## config.mk

```make
export PLATFORM = sky130hd
export DESIGN_NAME = add_sub_station_flat
export DESIGN_NICKNAME = d
export VERILOG_FILES = /design/src/rtl/add_sub_station_if.sv /design/src/rtl/add_sub_station.sv /design/src/flat_wrapper.sv
export SDC_FILE = /design/constraint.sdc
export NUM_CORES = 1
export LEC_CHECK = 0
export CORE_MARGIN = 4
export CORE_UTILIZATION = 45
export DETAILED_ROUTE_END_ITERATION = 8
export GPL_ROUTABILITY_DRIVEN = 0
export PLACE_DENSITY = 0.69
export SYNTH_ARGS = -nofsm -noshare
export SYNTH_HDL_FRONTEND = slang
export SYNTH_SLANG_ARGS = --single-unit
```

## constraint.sdc

```tcl
create_clock -name clk -period 3.62 [get_ports clk]
set_clock_uncertainty 0.1 [all_clocks]
set_input_delay 0.543 -clock clk [delete_from_list [all_inputs] [get_ports clk]]
set_output_delay 0.543 -clock clk [all_outputs]
set_load 0.03 [all_outputs]
```

## src/rtl/add_sub_station_if.sv

```systemverilog
// Issue, CDB snoop, functional-unit and broadcast signals of the add/sub
// reservation station. The slave modport is the station itself; the master
// modport is its environment (decoder, CDB, functional unit).
interface add_sub_station_if;
    logic       issue_valid;
    logic       issue_ready;
    logic [2:0] issue_op;
    logic [2:0] issue_dest;
    logic [8:0] issue_vj;
    logic [8:0] issue_vk;
    logic [2:0] issue_qj;
    logic [2:0] issue_qk;
    logic [2:0] issue_tag;

    logic       cdb_valid;
    logic [2:0] cdb_tag;
    logic [8:0] cdb_data;

    logic       fu_run;
    logic [8:0] fu_x;
    logic [8:0] fu_y;
    logic [2:0] fu_op;
    logic [2:0] fu_dest;
    logic [2:0] fu_label;
    logic       fu_done;
    logic [8:0] fu_result;

    logic       bc_valid;
    logic [2:0] bc_tag;
    logic [8:0] bc_data;
    logic [2:0] bc_dest;

    logic       err;

    modport master (
        output issue_valid, issue_op, issue_dest, issue_vj, issue_vk, issue_qj, issue_qk,
        output cdb_valid, cdb_tag, cdb_data,
        output fu_done, fu_result,
        input  issue_ready, issue_tag,
        input  fu_run, fu_x, fu_y, fu_op, fu_dest, fu_label,
        input  bc_valid, bc_tag, bc_data, bc_dest,
        input  err
    );

    modport slave (
        input  issue_valid, issue_op, issue_dest, issue_vj, issue_vk, issue_qj, issue_qk,
        input  cdb_valid, cdb_tag, cdb_data,
        input  fu_done, fu_result,
        output issue_ready, issue_tag,
        output fu_run, fu_x, fu_y, fu_op, fu_dest, fu_label,
        output bc_valid, bc_tag, bc_data, bc_dest,
        output err
    );
endinterface

```

## src/rtl/add_sub_station.sv

```systemverilog
// Three-entry add/sub reservation station: accepts ADD/SUB at issue, snoops
// the CDB for missing operands, sends one ready entry at a time to the
// functional unit and broadcasts its result for exactly one cycle.
module add_sub_station #(
    parameter int unsigned BASE_TAG = 1
) (
    input logic             clk,
    input logic             reset,
    add_sub_station_if.slave bus
);
    localparam int unsigned N    = 3;
    localparam logic [2:0]  TAG0 = 3'(BASE_TAG);

    typedef enum logic [1:0] {IDLE, EXEC, WRITE} state_t;

    state_t     state_q, state_d;
    logic [N-1:0] busy_q, disp_q;
    logic [2:0] op_q [N];
    logic [2:0] dest_q [N];
    logic [2:0] qj_q [N];
    logic [2:0] qk_q [N];
    logic [8:0] vj_q [N];
    logic [8:0] vk_q [N];
    logic [1:0] sel_q;

    logic       free_found, rdy_found;
    logic [1:0] free_idx, rdy_idx;
    logic       ready, op_ok, accept, fwd_j, fwd_k;
    logic       dispatch, finish, release_e;

    // Lowest free entry for issue and lowest ready entry for dispatch.
    always_comb begin
        free_found = 1'b0;
        free_idx   = '0;
        rdy_found  = 1'b0;
        rdy_idx    = '0;
        for (int unsigned i = 0; i < N; i++) begin
            if (!busy_q[i] && !free_found) begin
                free_found = 1'b1;
                free_idx   = 2'(i);
            end
            if (busy_q[i] && !disp_q[i] && qj_q[i] == '0 && qk_q[i] == '0 && !rdy_found) begin
                rdy_found = 1'b1;
                rdy_idx   = 2'(i);
            end
        end
    end

    // Issue handshake, opcode check and same-cycle CDB forwarding.
    always_comb begin
        ready           = free_found && !reset;
        bus.issue_ready = ready;
        bus.issue_tag   = ready ? TAG0 + {1'b0, free_idx} : '0;
        op_ok           = (bus.issue_op == 3'b000) || (bus.issue_op == 3'b001);
        accept          = bus.issue_valid && ready && op_ok;
        fwd_j           = bus.cdb_valid && bus.issue_qj != '0 && bus.cdb_tag == bus.issue_qj;
        fwd_k           = bus.cdb_valid && bus.issue_qk != '0 && bus.cdb_tag == bus.issue_qk;
    end

    // Dispatch FSM state register.
    always_ff @(posedge clk) begin
        if (reset) state_q <= IDLE;
        else       state_q <= state_d;
    end

    // Dispatch FSM next state and one-cycle control strobes.
    always_comb begin
        state_d   = state_q;
        dispatch  = 1'b0;
        finish    = 1'b0;
        release_e = 1'b0;
        case (state_q)
            IDLE: if (rdy_found) begin
                dispatch = 1'b1;
                state_d  = EXEC;
            end
            EXEC: if (bus.fu_done) begin
                finish  = 1'b1;
                state_d = WRITE;
            end
            WRITE: begin
                release_e = 1'b1;
                state_d   = IDLE;
            end
            default: state_d = IDLE;
        endcase
    end

    // Entry storage: issue fill, CDB snoop, dispatch mark and release.
    always_ff @(posedge clk) begin
        if (reset) begin
            busy_q <= '0;
            disp_q <= '0;
            sel_q  <= '0;
            for (int unsigned i = 0; i < N; i++) begin
                op_q[i]   <= '0;
                dest_q[i] <= '0;
                qj_q[i]   <= '0;
                qk_q[i]   <= '0;
                vj_q[i]   <= '0;
                vk_q[i]   <= '0;
            end
        end else begin
            if (dispatch) sel_q <= rdy_idx;
            for (int unsigned i = 0; i < N; i++) begin
                // Zero q means "value present", so a zero CDB tag never wakes anything.
                if (busy_q[i] && bus.cdb_valid) begin
                    if (qj_q[i] != '0 && qj_q[i] == bus.cdb_tag) begin
                        vj_q[i] <= bus.cdb_data;
                        qj_q[i] <= '0;
                    end
                    if (qk_q[i] != '0 && qk_q[i] == bus.cdb_tag) begin
                        vk_q[i] <= bus.cdb_data;
                        qk_q[i] <= '0;
                    end
                end
                if (accept && free_idx == 2'(i)) begin
                    busy_q[i] <= 1'b1;
                    disp_q[i] <= 1'b0;
                    op_q[i]   <= bus.issue_op;
                    dest_q[i] <= bus.issue_dest;
                    vj_q[i]   <= fwd_j ? bus.cdb_data : bus.issue_vj;
                    vk_q[i]   <= fwd_k ? bus.cdb_data : bus.issue_vk;
                    qj_q[i]   <= fwd_j ? 3'b000 : bus.issue_qj;
                    qk_q[i]   <= fwd_k ? 3'b000 : bus.issue_qk;
                end
                if (dispatch && rdy_idx == 2'(i)) disp_q[i] <= 1'b1;
                if (release_e && sel_q == 2'(i)) begin
                    busy_q[i] <= 1'b0;
                    disp_q[i] <= 1'b0;
                end
            end
        end
    end

    // Registered functional-unit drive, result broadcast and error pulse.
    always_ff @(posedge clk) begin
        if (reset) begin
            bus.fu_run   <= 1'b0;
            bus.fu_x     <= '0;
            bus.fu_y     <= '0;
            bus.fu_op    <= '0;
            bus.fu_dest  <= '0;
            bus.fu_label <= '0;
            bus.bc_valid <= 1'b0;
            bus.bc_tag   <= '0;
            bus.bc_data  <= '0;
            bus.bc_dest  <= '0;
            bus.err      <= 1'b0;
        end else begin
            bus.err <= bus.issue_valid && ready && !op_ok;
            if (dispatch) begin
                bus.fu_run   <= 1'b1;
                bus.fu_x     <= vj_q[rdy_idx];
                bus.fu_y     <= vk_q[rdy_idx];
                bus.fu_op    <= op_q[rdy_idx];
                bus.fu_dest  <= dest_q[rdy_idx];
                bus.fu_label <= TAG0 + {1'b0, rdy_idx};
            end
            if (finish) begin
                bus.fu_run   <= 1'b0;
                bus.bc_valid <= 1'b1;
                bus.bc_tag   <= bus.fu_label;
                bus.bc_data  <= bus.fu_result;
                bus.bc_dest  <= bus.fu_dest;
            end
            if (release_e) begin
                bus.bc_valid <= 1'b0;
                bus.bc_tag   <= '0;
                bus.bc_data  <= '0;
                bus.bc_dest  <= '0;
            end
        end
    end
endmodule

```

## src/flat_wrapper.sv

```systemverilog
// flat-port wrapper written by rule: the top's interface ports become plain ports
module add_sub_station_flat 
#(
    parameter int unsigned BASE_TAG = 1
)
  (clk, reset, bus_issue_valid, bus_issue_op, bus_issue_dest, bus_issue_vj, bus_issue_vk, bus_issue_qj, bus_issue_qk, bus_cdb_valid, bus_cdb_tag, bus_cdb_data, bus_fu_done, bus_fu_result, bus_issue_ready, bus_issue_tag, bus_fu_run, bus_fu_x, bus_fu_y, bus_fu_op, bus_fu_dest, bus_fu_label, bus_bc_valid, bus_bc_tag, bus_bc_data, bus_bc_dest, bus_err);
  add_sub_station_if bus_i ();
  input logic clk;
  input logic reset;
  input wire logic [$bits(bus_i.issue_valid)-1:0] bus_issue_valid;
  input wire logic [$bits(bus_i.issue_op)-1:0] bus_issue_op;
  input wire logic [$bits(bus_i.issue_dest)-1:0] bus_issue_dest;
  input wire logic [$bits(bus_i.issue_vj)-1:0] bus_issue_vj;
  input wire logic [$bits(bus_i.issue_vk)-1:0] bus_issue_vk;
  input wire logic [$bits(bus_i.issue_qj)-1:0] bus_issue_qj;
  input wire logic [$bits(bus_i.issue_qk)-1:0] bus_issue_qk;
  input wire logic [$bits(bus_i.cdb_valid)-1:0] bus_cdb_valid;
  input wire logic [$bits(bus_i.cdb_tag)-1:0] bus_cdb_tag;
  input wire logic [$bits(bus_i.cdb_data)-1:0] bus_cdb_data;
  input wire logic [$bits(bus_i.fu_done)-1:0] bus_fu_done;
  input wire logic [$bits(bus_i.fu_result)-1:0] bus_fu_result;
  output wire logic [$bits(bus_i.issue_ready)-1:0] bus_issue_ready;
  output wire logic [$bits(bus_i.issue_tag)-1:0] bus_issue_tag;
  output wire logic [$bits(bus_i.fu_run)-1:0] bus_fu_run;
  output wire logic [$bits(bus_i.fu_x)-1:0] bus_fu_x;
  output wire logic [$bits(bus_i.fu_y)-1:0] bus_fu_y;
  output wire logic [$bits(bus_i.fu_op)-1:0] bus_fu_op;
  output wire logic [$bits(bus_i.fu_dest)-1:0] bus_fu_dest;
  output wire logic [$bits(bus_i.fu_label)-1:0] bus_fu_label;
  output wire logic [$bits(bus_i.bc_valid)-1:0] bus_bc_valid;
  output wire logic [$bits(bus_i.bc_tag)-1:0] bus_bc_tag;
  output wire logic [$bits(bus_i.bc_data)-1:0] bus_bc_data;
  output wire logic [$bits(bus_i.bc_dest)-1:0] bus_bc_dest;
  output wire logic [$bits(bus_i.err)-1:0] bus_err;
  assign bus_i.issue_valid = bus_issue_valid;
  assign bus_i.issue_op = bus_issue_op;
  assign bus_i.issue_dest = bus_issue_dest;
  assign bus_i.issue_vj = bus_issue_vj;
  assign bus_i.issue_vk = bus_issue_vk;
  assign bus_i.issue_qj = bus_issue_qj;
  assign bus_i.issue_qk = bus_issue_qk;
  assign bus_i.cdb_valid = bus_cdb_valid;
  assign bus_i.cdb_tag = bus_cdb_tag;
  assign bus_i.cdb_data = bus_cdb_data;
  assign bus_i.fu_done = bus_fu_done;
  assign bus_i.fu_result = bus_fu_result;
  assign bus_issue_ready = bus_i.issue_ready;
  assign bus_issue_tag = bus_i.issue_tag;
  assign bus_fu_run = bus_i.fu_run;
  assign bus_fu_x = bus_i.fu_x;
  assign bus_fu_y = bus_i.fu_y;
  assign bus_fu_op = bus_i.fu_op;
  assign bus_fu_dest = bus_i.fu_dest;
  assign bus_fu_label = bus_i.fu_label;
  assign bus_bc_valid = bus_i.bc_valid;
  assign bus_bc_tag = bus_i.bc_tag;
  assign bus_bc_data = bus_i.bc_data;
  assign bus_bc_dest = bus_i.bc_dest;
  assign bus_err = bus_i.err;
  add_sub_station #(.BASE_TAG(BASE_TAG)) u_core (.clk(clk), .reset(reset), .bus(bus_i));
endmodule
```

Word level (Yosys, flattened, before mapping)
Memories as Yosys holds them, arrays and structs flattened. A register that Yosys moved wholly into a read port is not among the register bits.
Index checks and enable logic that the tools add are counted.
Widths: inputs -> output; s select.
- register bits: 31
- RAM bits: 90
- input port bits: 56
- output and inout bits: 49
- logic and storage cells: 244
- memories: 6
- add/sub/neg operators: 2
- equal/unequal tests: 19
- multiplexer cells: 94
- bitwise gates (word level): 30
- reductions and logical operators: 78
- memories (name ; depth ; bits a word ; read ports ; clocked after memory_dff ; write ports ; line ; text):
    u_core.vj_q ; 3 ; 9 ; 1 ; 1 ; 3 ; add_sub_station.sv:22 ; logic [8:0] vj_q [N];
    u_core.vk_q ; 3 ; 9 ; 1 ; 1 ; 3 ; add_sub_station.sv:23 ; logic [8:0] vk_q [N];
    u_core.dest_q ; 3 ; 3 ; 1 ; 1 ; 3 ; add_sub_station.sv:19 ; logic [2:0] dest_q [N];
    u_core.op_q ; 3 ; 3 ; 1 ; 1 ; 3 ; add_sub_station.sv:18 ; logic [2:0] op_q [N];
    u_core.qj_q ; 3 ; 3 ; 3 ; 0 ; 3 ; add_sub_station.sv:20 ; logic [2:0] qj_q [N];
    u_core.qk_q ; 3 ; 3 ; 3 ; 0 ; 3 ; add_sub_station.sv:21 ; logic [2:0] qk_q [N];
- operators with widths (operator ; count):
    $mux 9 ; 14
    $mux 3 ; 21
    $mux 1 ; 54
    $logic_and 1x1->1 ; 39
    $or 1x1->1 ; 30
    $eq 3x3->1 ; 8
    $reduce_bool 3->1 ; 8
    $logic_not 3->1 ; 7
    $logic_not 1->1 ; 10
    $reduce_or 2->1 ; 5
    $eq 2x1->1 const B ; 4
    $eq 2x2->1 const B ; 4
    $logic_not 2->1 ; 4
    $mux 2 ; 4
    $add 1x2->3 const A ; 2
    $reduce_bool 2->1 ; 3
    $pmux 2 s2 ; 1
    $eq 3x1->1 const B ; 1
    $ne 2x1->1 const B ; 1
    $ne 2x2->1 const B ; 1
    $reduce_and 2->1 ; 1
    $logic_or 1x1->1 ; 1

Depth between registers and ports, before layout
- depth in word-level cells: 15
- mapped depth: 9
- mapped depth without buffers: 5

Least setup slack after synthesis
No wires, ideal clock.
- kind: input port to output port
- from: input port reset
- to: output port bus_issue_tag[0]
- arrival time: 2094 ps
- required time: 2977 ps
- slack: 883 ps
- cell stages on the path: 3
- path buffers: 1
- path through: buf_4 -> a31oi_1 -> a21boi_0
- longest elaborated chain between the ends: 3
- RTL lines (what ; line ; text):
    start, declared ; flat_wrapper.sv:9 ; input logic reset;
    $logic_not 1->1 ; add_sub_station.sv:51 ; ready = free_found && !reset;
    $logic_and 1x1->1 ; add_sub_station.sv:51 ;
    named net bus_issue_ready ; flat_wrapper.sv:22 ; output wire logic [$bits(bus_i.issue_ready)-1:0] bus_issue_ready;
    $mux 3 ; add_sub_station.sv:53 ; bus.issue_tag = ready ? TAG0 + {1'b0, free_idx} : '0;
    end, declared ; flat_wrapper.sv:23 ; output wire logic [$bits(bus_i.issue_tag)-1:0] bus_issue_tag;
The timed path passes the listed nets, and every way through them passes these cells.

Final worst setup path
- from: input port reset
- to: output port bus_issue_tag[0]
- longest elaborated chain between the ends: 3
- RTL lines (what ; line):
    $logic_not 1->1 ; add_sub_station.sv:51
    $logic_and 1x1->1 ; add_sub_station.sv:51
    $mux 3 ; add_sub_station.sv:53
Every way passes these cells.

==> impl_metrics.tcl <==
set metrics [dict create \
    number_of_drc_violations_after_detailed_routing 0 \
    synth_ff_type "sky130_fd_sc_hd__edfxtp_1" \
    worst-path-max-fanout 5 \
    slew_viol_final 0 \
    drtAntennaViolNets 0 \
    floorplan.die_area_sq_um 16900 \
    syn_avg_cell_area_sq_um 11.8 \
    timing_worst_slew_pin_value_ns 0.932 \
    critical_path_required_ns 2.98 \
    initialDrtViolationCount 221 \
    nets 734 \
    drt_first_pass_iters 5 \
    vias_per_cell 5.59 \
    syn2layout_area_growth_pct 27.1 \
    grt_residual_overflow 0 \
    number_of_failing_hold_endpoints_at_the_final_stage 0 \
    num_io_pins 105 \
    power_w 0.00399 \
    first_global_vias 4918 \
    startpoint_type "primary input" \
    synth_top_area_cell "sky130_fd_sc_hd__edfxtp_1" \
    fin_setup_tns_ns 0 \
    finalWorstPathRequiredPeriod_ns 2.87 \
    fp.dieW_microns 130 \
    synth-edff-count 90 \
    cts_sinks 145 \
    tritoncts_clock_tree "yes" \
    postSynth.asyncResetShare_pct 0 \
    postRouteWirelength_microns 15900 \
    cell_by_cell_trace_of_the_critical_path "clkdlybuf4s50_1 -> a31oi_1 -> a21boi_0 -> clkdlybuf4s50_1" \
    maxSlewHeadroom_pct 37.3 \
    worst_skew_pair.late_latency_ns 0.43 \
    outcome "complete, no violations" \
    critical_path_arrival_ns 2.23 \
    clkSlewWorstSetupHoldPaths_ns 0.05 \
    cts_inserted_buffers 17 \
    mappedNetlistArea_sq_um 6710 \
    cts_hold_buffers 0 \
    port_buffers 103 \
    netlist-cell-type-count 67 \
    chipHeight_microns 130 \
    postLayoutCoreUtil_pct 58.4 \
    antennaDiodeCount 0 \
    netlist_instances 568 \
    rsz0062_at_grt "false" \
    cts.repair_timing.setup_buffer_count 0 \
    achievable-frequency_ghz 0.349 \
    root_buffer "sky130_fd_sc_hd__clkbuf_16" \
    timing.final.crit_share_pct 79.3 \
    antenna_found_initial 0 \
    post-dp-hpwl_microns 11400 \
    grt_max_degree 26 \
    worst-setup-path-type "primary input to primary output" \
    p_leak_nw 3.50 \
    cts_htree_levels 4 \
    floorplan.initialDensity_pct 46.0 \
    fin_cells 875 \
    cap_viol_max_count 0 \
    peak_supply_drop_mv 0.343 \
    synth_warnings 0 \
    worst_hold_check_path_type "register to register" \
    critical-path-max-stage-delay_ns 0.70 \
    timing.final.setup_violations 0 \
    place_inst 843 \
    post_route_cells_drive_above_1_share_pct 9.70 \
    post_drt_wl_per_cell_microns 18.1 \
    num-fill-cells 1179 \
    grt_first_pass_wirelength_microns 25300 \
    post_cts_resize_count 0 \
    grtUsageTotal_pct 19.5 \
    num_rows 44 \
    timing.critical_path.mode_cell "sky130_fd_sc_hd__clkdlybuf4s50_1" \
    placeableCoreArea_sq_um 14600 \
    cellPowerDensity_nw_per_um2 468 \
    num_vias 4893 \
    netlist.area_leader.share_pct 40.3 \
    synth.area.top_cells "sky130_fd_sc_hd__edfxtp_1 40%, sky130_fd_sc_hd__dfxtp_1 16%, sky130_fd_sc_hd__mux2i_1 9.0%" \
    cts_max_path_buffers 2 \
    setup.worst_path.end_class "primary output" \
    synth-seq-cells 145 \
    yosysSeqAreaShare_pct 56.7 \
    cp_slowest_cell "sky130_fd_sc_hd__clkdlybuf4s50_1" \
]
[where the power goes]
part           internal, W  switching [W]  leakage, nW
logic             0.000117       0.000137         1.82
clock network      0.00125       0.000652        0.315
registers          0.00181      0.0000245         1.37
total              0.00317       0.000813         3.50
[layer usage]
layer | global-route usage [%] | vias up | part of all wire [%]
met5 | 0 | - | 0
met4 | 7.40 | 0 | 2.2
met3 | 5.12 | 32 | 6.4
met2 | 31.7 | 182 | 48
met1 | 25.0 | 2355 | 43
li1 | - | 2324 | -
[cells in the mapped netlist, drive strengths merged, types with 2 or more instances]
master	number
nor2b	2
a221oi	3
o21ai	8
edfxtp	90
or4	3
a221o	24
o211ai	2
buf	26
a22o	18
mux2i	60
nand3b	2
nand3	2
o211a	3
nand4	3
o31a	2
o21ba	3
and3	4
nor4	2
a22oi	2
nand2b	8
clkbuf	8
and4	2
a21oi	18
or2	3
nand2	39
nor4b	5
nor3	6
o2111ai	6
and3b	2
dfxtp	55
inv	15
a211oi	5
nor2	93
and2	10
or3b	4
xor2	2
xnor2	13
a31oi	2
[cell families (layout without fill, tap and decap cells)]
group                     after synthesis  after routing  synth area share, %
buffers and inverters                  49            166                 4.40
muxes                                  60             60                 8.95
AOI/OAI and AO/OA                     104            104                 13.0
other                                   1              7               0.0559
DFF                                   145            145                 56.7
xor gates and xnor gates               15             15                 1.96
and+or+nand+nor                       194            194                 14.9
[cell usage in the layout (no fill, tap or decap), types with 4 or more instances in the layout]
cell type,count
sky130_fd_sc_hd__a211oi_1,5
sky130_fd_sc_hd__inv_1,15
sky130_fd_sc_hd__clkdlybuf4s50_1,103
sky130_fd_sc_hd__mux2i_1,60
sky130_fd_sc_hd__nand2_1,39
sky130_fd_sc_hd__a21oi_1,17
sky130_fd_sc_hd__o21ai_1,5
sky130_fd_sc_hd__dfxtp_1,55
sky130_fd_sc_hd__nand2b_1,8
sky130_fd_sc_hd__edfxtp_1,90
sky130_fd_sc_hd__xnor2_1,13
sky130_fd_sc_hd__a221o_1,24
sky130_fd_sc_hd__conb_1,7
sky130_fd_sc_hd__buf_4,16
sky130_fd_sc_hd__o2111ai_1,6
sky130_fd_sc_hd__and2_1,9
sky130_fd_sc_hd__nor2_1,90
sky130_fd_sc_hd__and3_1,4
sky130_fd_sc_hd__a22o_1,18
sky130_fd_sc_hd__bufinv_16,4
sky130_fd_sc_hd__clkbuf_16,19
sky130_fd_sc_hd__nor3_1,6
[registers in the layout (all words and copies together) (netlist names), 3 cells and up]
signal and count:
u_core.vk_q 27, u_core.bus.fu_y 9, u_core.bus.fu_x 9, u_core.qj_q 9, u_core.busy_q 3, u_core.bus.bc_tag 3
u_core.dest_q 9, u_core.bus.fu_label 3, u_core.bus.fu_dest 3, u_core.disp_q 3, u_core.bus.bc_data 9, u_core.vj_q 27
u_core.bus.bc_dest 3, u_core.qk_q 9, u_core.op_q 9, u_core.bus.fu_op 3
[metrics by stage]
stage	area (sq um)	setup slack (ns)	hold slack [ns]
floorplan	6730	0.883	0.348
global placement	7870	0.545	0.341
detailed placement	7870	0.470	0.353
CTS	8520	0.733	0.363
global route	8520	0.686	0.381
finish	8520	0.751	0.360
[layout make-up]
cell class / count / area (sq um) / share of cell area, %
Timing Repair Buffer: 119 / 1150 / 13.5
Inverter: 15 / 56.3 / 0.661
Sequential cell: 145 / 3800 / 44.6
Clock inverter: 9 / 150 / 1.76
Tap cell: 184 / 230 / 2.70
Clock buffer: 23 / 500 / 5.87
Multi-Input combinational cell: 380 / 2630 / 30.9
[path summary, 6_finish.rpt]
path	startpoint	endpoint	slack, ns	cells after the start
worst max-delay path	reset	bus_issue_tag[0]	0.75	4
worst min-delay path	u_core.bus.bc_data[4]	u_core.bus.bc_data[4]	0.36	2
worst max register to register	u_core.qj_q[1][2]	u_core.bus.fu_x[4]	1.06	5
worst min register to register	u_core.bus.bc_data[4]	u_core.bus.bc_data[4]	0.36	2
[critical path: cells and delay by family]
family / cells / cell delay [ns]
compound gates: 2 / 0.47
buf+inv: 2 / 1.21
No activity file was read; power rests on OpenSTA's default activity.
